==> config.mk <==
export PLATFORM = sky130hd
export DESIGN_NAME = adpcm_voice_scheduler
export DESIGN_NICKNAME = d
export VERILOG_FILES = /design/src/rtl/adpcm_voice_scheduler.sv
export SDC_FILE = /design/constraint.sdc
export NUM_CORES = 1
export LEC_CHECK = 0
export BUFFER_PORTS_ARGS = -buffer_cell sky130_fd_sc_hd__buf_4
export CORE_AREA = 2 2 134 136
export DETAILED_ROUTE_END_ITERATION = 10
export DIE_AREA = 0 0 136 138
export PLACE_DENSITY_LB_ADDON = 0.15
export SLEW_MARGIN = 20
export SYNTH_ARGS = -nofsm -noshare
export SYNTH_HDL_FRONTEND = slang
export SYNTH_SLANG_ARGS = --single-unit
==> constraint.sdc <==
create_clock -name clk -period 6.67 [get_ports clk]
set_clock_uncertainty 0.1 [all_clocks]
set_input_delay 0.667 -clock clk [delete_from_list [all_inputs] [get_ports clk]]
set_output_delay 0.667 -clock clk [all_outputs]
set_load 0.02 [all_outputs]
==> src/rtl/adpcm_voice_scheduler.sv <==
// adpcm_voice_scheduler: allocates ics_adpcm channels and sequences their register and global key-on/off writes
module adpcm_voice_scheduler #(
  parameter int CHANNELS = 4,
  parameter int CH_STRIDE = 8
) (
  input  logic                clk,
  input  logic                reset_n,
  input  logic                on_valid,
  output logic                on_ready,
  input  logic [15:0]         on_start,
  input  logic [15:0]         on_end,
  input  logic [15:0]         on_loop,
  input  logic                on_looped,
  input  logic [15:0]         on_volumes,
  input  logic [15:0]         on_pitch,
  input  logic [7:0]          on_tag,
  input  logic                off_valid,
  output logic                off_ready,
  input  logic [7:0]          off_tag,
  output logic [7:0]          ch_write_address,
  output logic [15:0]         ch_write_data,
  output logic                ch_write_en,
  output logic [1:0]          ch_write_byte_mask,
  input  logic                ch_write_ready,
  output logic                gb_write_address,
  output logic [CHANNELS-1:0] gb_write_data,
  output logic                gb_write_en,
  input  logic                gb_write_busy,
  input  logic                gb_write_ready,
  input  logic [CHANNELS-1:0] gb_playing,
  output logic [2:0]          alloc_channel,
  output logic                alloc_valid,
  output logic                stolen
);
  typedef enum logic [2:0] {IDLE, GB_STOP, CFG, CFG_GAP, GB_START, OFF_LOOKUP, GB_OFF} state_t;
  state_t state, state_n;
  logic [2:0] ch, reg_index, alloc_ch, oldest;
  logic [15:0] r_start, r_end, r_loop, r_volumes, r_pitch;
  logic [7:0] r_tag, r_off_tag, best;
  logic [7:0] ages [CHANNELS];
  logic [7:0] tags [CHANNELS];
  logic [CHANNELS-1:0] tag_valid, start_pending, free, hit, off_mask, onehot, start_mask, stop_mask;
  logic r_looped, steal, any_free, gb_en, gb_done, in_gb, on_acc, off_acc;
  assign off_acc = reset_n && state == IDLE && off_valid;
  assign on_acc = reset_n && state == IDLE && on_valid && !off_valid;
  assign on_ready = on_acc;
  assign off_ready = off_acc;
  assign free = ~gb_playing & ~start_pending;
  assign onehot = CHANNELS'(1) << ch;
  assign in_gb = state == GB_STOP || state == GB_START || state == GB_OFF;
  assign gb_done = gb_en && gb_write_ready;
  assign start_mask = (state == GB_START && gb_done) ? onehot : '0;
  assign stop_mask = (state == GB_OFF && gb_done) ? off_mask : '0;
  assign ch_write_en = state == CFG;
  assign ch_write_byte_mask = 2'b11;
  assign ch_write_address = 8'(32'(ch) * CH_STRIDE + 32'(reg_index));
  assign ch_write_data = reg_index == 3'd0 ? r_start :
                         reg_index == 3'd1 ? {15'd0, r_looped} :
                         reg_index == 3'd2 ? r_end :
                         reg_index == 3'd3 ? r_loop :
                         reg_index == 3'd4 ? r_volumes : r_pitch;
  assign gb_write_en = gb_en;
  assign gb_write_address = state != GB_START;
  assign gb_write_data = state == GB_OFF ? off_mask : onehot;
  always_comb begin
    alloc_ch = 3'd0;
    any_free = 1'b0;
    oldest = 3'd0;
    best = ages[0];
    hit = '0;
    for (int i = CHANNELS - 1; i >= 0; i--) begin
      if (free[i]) begin
        alloc_ch = 3'(i);
        any_free = 1'b1;
      end
    end
    for (int i = 1; i < CHANNELS; i++) begin
      if (ages[i] > best) begin
        best = ages[i];
        oldest = 3'(i);
      end
    end
    if (!any_free) alloc_ch = oldest;
    for (int i = 0; i < CHANNELS; i++) hit[i] = tag_valid[i] && tags[i] == r_off_tag;
  end
  always_comb begin
    state_n = state;
    case (state)
      IDLE:       state_n = off_acc ? OFF_LOOKUP : on_acc ? (any_free ? CFG : GB_STOP) : IDLE;
      GB_STOP:    state_n = gb_done ? CFG : GB_STOP;
      CFG:        state_n = ch_write_ready ? CFG_GAP : CFG;
      CFG_GAP:    state_n = reg_index == 3'd5 ? GB_START : CFG;
      GB_START:   state_n = gb_done ? IDLE : GB_START;
      OFF_LOOKUP: state_n = |hit ? GB_OFF : IDLE;
      GB_OFF:     state_n = gb_done ? IDLE : GB_OFF;
      default:    state_n = IDLE;
    endcase
  end
  always_ff @(posedge clk) state <= !reset_n ? IDLE : state_n;
  always_ff @(posedge clk) begin
    if (!reset_n) begin
      ch <= '0;
      reg_index <= '0;
      steal <= 1'b0;
      gb_en <= 1'b0;
      alloc_channel <= '0;
      alloc_valid <= 1'b0;
      stolen <= 1'b0;
      tag_valid <= '0;
      start_pending <= '0;
      off_mask <= '0;
      r_off_tag <= '0;
      r_tag <= '0;
      {r_start, r_end, r_loop, r_volumes, r_pitch, r_looped} <= '0;
      for (int i = 0; i < CHANNELS; i++) begin
        ages[i] <= '0;
        tags[i] <= '0;
      end
    end else begin
      alloc_valid <= state == GB_START && gb_done;
      stolen <= state == GB_START && gb_done && steal;
      gb_en <= gb_done ? 1'b0 : gb_en || (in_gb && !gb_write_busy);
      tag_valid <= (tag_valid & ~stop_mask) | start_mask;
      start_pending <= (start_pending & ~gb_playing & ~stop_mask) | start_mask;
      if (on_acc) begin
        ch <= alloc_ch;
        steal <= !any_free;
        reg_index <= '0;
        {r_start, r_end, r_loop, r_volumes, r_pitch, r_looped} <= {on_start, on_end, on_loop, on_volumes, on_pitch, on_looped};
        r_tag <= on_tag;
      end
      if (off_acc) r_off_tag <= off_tag;
      if (state == OFF_LOOKUP) off_mask <= hit;
      if (state == CFG_GAP) reg_index <= reg_index + 3'd1;
      if (state == GB_START && gb_done) begin
        alloc_channel <= ch;
        for (int i = 0; i < CHANNELS; i++) begin
          ages[i] <= 3'(i) == ch ? 8'd0 : ages[i] + {7'd0, ages[i] != 8'hff};
          if (3'(i) == ch) tags[i] <= r_tag;
        end
      end
    end
  end
endmodule
==> impl_results.md <==
* Top-level I/O count at 148
* Die W at 136 um
* DRT met1 WL at 10.25 mm
* Fin. Hold Viols at 0
* Total track usage at 0.2456
* Std-Cell Core Area at 17530 um^2
* Drc violations at 0
* Synth Register Bits at 187
* Final GP Congestion at 0.8616
* Clk Latency, worst-skew pair at 0.43 ns
* Vias in the first global route at 7315
* Avg WL per Cell at 16.13 um
* Area growth syn-to-layout at 18.68%
* Post-synthesis sequential area ratio at 0.4713
* Pwr Total at 2.671 mW
* Cell area after synthesis at 9303 um^2
* RSZ-0062 raised after global routing: false
* Share of layout cells above drive strength 1 at 0.1746
* Clk network pwr share at 0.414
* Antenna Nets Post-Route at 0
* TritonCTS Buffers at 17
* DR vias at 7622
* Slowest stage delay, CP at 0.81 ns
* Period utilisation layout at 0.7825
* Largest net degree at the start of global routing at 100
* Post CTS Setup Buffer Count at 0
* Post-cts resize count at 0
* Vias/cell at 5.368
* Net Switching at 653.6 uW
* CTS tree: built
* Crit-path max FO at 10
* WL final at 22.91 mm
* Register share of total power at 0.474
* Static Leakage at 4.322 nW
* PwrDens at 242.0 nW/um^2
* Logic pwr share at 0.112
* Worst path cell trace: ha_1, nor2b_1, o211ai_1, a21oi_1, o22ai_1, mux2i_1, ha_1, a21o_1, a21oi_1, a21oi_1, o22ai_2, mux2_2, ha_1, a21o_1, a21oi_1, a21oi_1, o22ai_1, a311oi_1, a31o_1
* Max-cap violations at 0
* Initial Util at 0.5305
* Clock Pin Slew Worst Setup and Hold Paths at 0.07 ns
* Remaining global-route overflow at 0
* Syn Inst Count at 1076
* WHS at 0.3168 ns
* Startpoint types: flop
* H-tree level count at 4
* Post-route worst setup slack at 1.451 ns
* Distinct cells, synth at 58
* Critical Path End Type: flop
* First-pass GRT wire length at 36.54 mm
* Diode count at 0
* Avg Inst Size Synth at 8.646 um^2
* Die area at 18770 um^2
* DP HPWL at 15.98 mm
* Warnings, synthesis at 0
* Crit Path Class: reg -> reg
* Area post-placement at 10350 um^2
* Critical path data required time at 6.89 ns
* Antenna violations before repair at 0
* Post-route cell area at 11040 um^2
* Die H at 138 um
* Max Freq at 191.6 MHz
* Crit path DAT at 5.44 ns
* Slowest-stage cell, CP: o22ai_1
* Number of I/O port buffers at 141
* CTS Buffer Depth at 2
* Clock sink count at 187
* Hold Buf Count CTS at 0
* Count of pins over their slew limit at 0
* Placement Rows at 49
* Most used DFF post-synth: dfxtp_1
* Highest Signal Layer: met4
* Setup WS pre-CTS at 1.499 ns
* Critical path buffers and inverters at 0
* Filler cells at 1561
* Net Sw Frac at 0.2447
* Setup TNS at 0 ns
* Cell Int Power at 2.018 mW
* Number of flops mapped to enable cells by yosys at 64
* Family with the most delay on the worst path: compound AO/OA/AOI/OAI gates
* Synth async-reset ratio at 0
* Wire length on met2 at 10.67 mm
* Minimum clock period at 5.219 ns
* Met3 WL at 1.415 mm
* Slew @ Worst Pin at 1.068 ns
* Clock root cell: clkbuf_16
* Endpoints failing setup at 0
* Router iterations before antenna repair at 6
* CP dominant cell by count: a21oi_1
* Layout Nets at 1323
* Initial DRC count at 559
* Status: completed
* Slew margin rel. at 0.2881
* Worst min path class: in -> reg
* Worst VDD drop at 0.0002009 V
cells in the mapped netlist (all sizes together) (2+ instances only):
cell type / n / area, um^2
nand2: 266 / 998.5
a21oi: 145 / 725.7
dfxtp: 123 / 2462
edfxtp: 64 / 1922
nor2: 48 / 187.7
xnor2: 47 / 411.6
nand3: 46 / 230.2
clkbuf: 37 / 138.9
ha: 37 / 462.9
inv: 37 / 138.9
and2: 34 / 212.7
buf: 31 / 220.2
o21ai: 29 / 145.1
a22o: 17 / 148.9
and3: 10 / 62.56
nand4: 10 / 68.81
mux2: 9 / 101.4
mux2i: 9 / 90.09
nor3: 9 / 50.05
xor2: 8 / 70.07
a21o: 7 / 52.55
nor2b: 7 / 43.79
a31o: 5 / 43.79
o22ai: 5 / 37.53
a41o: 4 / 40.04
nand2b: 4 / 25.02
a31oi: 3 / 18.77
o31ai: 3 / 22.52
conb: 2 / 7.510
nand3b: 2 / 18.77
nor4: 2 / 18.77
or2: 2 / 12.51
or4: 2 / 15.01
final cells by class:
class | instances | area [um^2] | share of cell area
inverter | 38 | 142.6 | 0.01292
tap | 229 | 286.5 | 0.02595
multi-input combinational | 787 | 4452 | 0.4032
timing repair buffer | 147 | 1116 | 0.1011
clock inverter | 9 | 116.4 | 0.01054
sequential | 187 | 4384 | 0.3971
clock buffer | 23 | 543.0 | 0.04918
routing by layer:
| metal | vias up | global-route usage |
|---|---|---|
| met1 | 3512 | 0.3324 |
| met3 | 37 | 0.05354 |
| met5 | - | 0 |
| li1 | 3843 | - |
| met4 | 0 | 0.08279 |
| met2 | 230 | 0.3901 |
cells in the final DEF (no fill, tap or decap), types with 3 or more instances in the layout:
cell type / netlist / routed
buf_4: 8 / 146
a21o_1: 7 / 7
nand4_1: 9 / 9
o22ai_1: 4 / 4
edfxtp_1: 64 / 64
nand3_1: 46 / 46
xnor2_1: 47 / 47
a21oi_1: 145 / 145
nor2_2: 3 / 3
and2_1: 33 / 33
nor2b_1: 7 / 6
a22o_1: 17 / 17
xor2_1: 8 / 8
dfxtp_1: 123 / 123
a31oi_1: 3 / 3
mux2i_1: 9 / 9
nand2b_1: 4 / 4
clkbuf_16: 0 / 21
o21ai_0: 25 / 25
ha_1: 37 / 37
inv_2: 3 / 3
a31o_2: 4 / 4
nor2_1: 45 / 45
a41o_1: 4 / 4
o21ai_1: 4 / 3
nor3_1: 8 / 8
inv_1: 34 / 34
and3_1: 10 / 10
nand2_1: 266 / 266
mux2_2: 9 / 9
conb_1: 2 / 6
per-stage QoR:
stage,instances,utilization
final,1420,0.6297
after global routing,1420,0.6297
after CTS,1419,0.6282
after detailed placement,1387,0.5906
after global placement,1387,0.5903
after floorplan,1080,-
flip-flops by register name (all words and copies together), names as in the netlist, 16 cells and up:
name       flops
r_pitch       16
r_loop        16
ages          32
tags          32
r_end         16
r_volumes     16
r_start       16
worst register-to-register path: stages, from the launching register on:
cell and delay, ns:
edfxtp_1 0.46, ha_1 0.34, nor2b_1 0.13, o211ai_1 0.15, a21oi_1 0.08, o22ai_1 0.81
mux2i_1 0.33, ha_1 0.28, a21o_1 0.18, a21oi_1 0.14, a21oi_1 0.10, o22ai_2 0.42
mux2_2 0.40, ha_1 0.28, a21o_1 0.16, a21oi_1 0.15, a21oi_1 0.09, o22ai_1 0.19
a311oi_1 0.12, a31o_1 0.21
power groups by stage:
stage                     Sequential, mW  Combinational (mW)  Clock (mW)
after CTS                           1.27               0.299        1.12
after floorplan                     1.27               0.208           0
after global routing                1.27               0.329        1.16
final                               1.27               0.299        1.11
after detailed placement            1.29               0.297           0
after global placement              1.29               0.290           0
cell families after synthesis:
logic type               after synthesis  share of synthesized area
AND/OR/NAND/NOR                      445                     0.2120
AO/OA/AOI/OAI                        226                     0.1399
flip-flops                           187                     0.4713
buffers and inverters                106                    0.05393
XOR/XNOR                              55                    0.05178
adder cells (fa/ha/maj)               37                    0.04976
multiplexers                          18                    0.02058
other                                  2                  0.0008073
final timing paths:
check | startpoint | endpoint | slack, ns | depth (start not counted)
worst max-delay path | ages[1][1] | ch[1] | 1.45 | 19
worst min register to register | r_pitch[8] | r_pitch[8] | 0.36 | 2
worst max register to register | ages[1][1] | ch[1] | 1.45 | 19
worst min-delay path | off_tag[3] | r_off_tag[3] | 0.32 | 3
No activity file was read; power rests on OpenSTA's default activity.
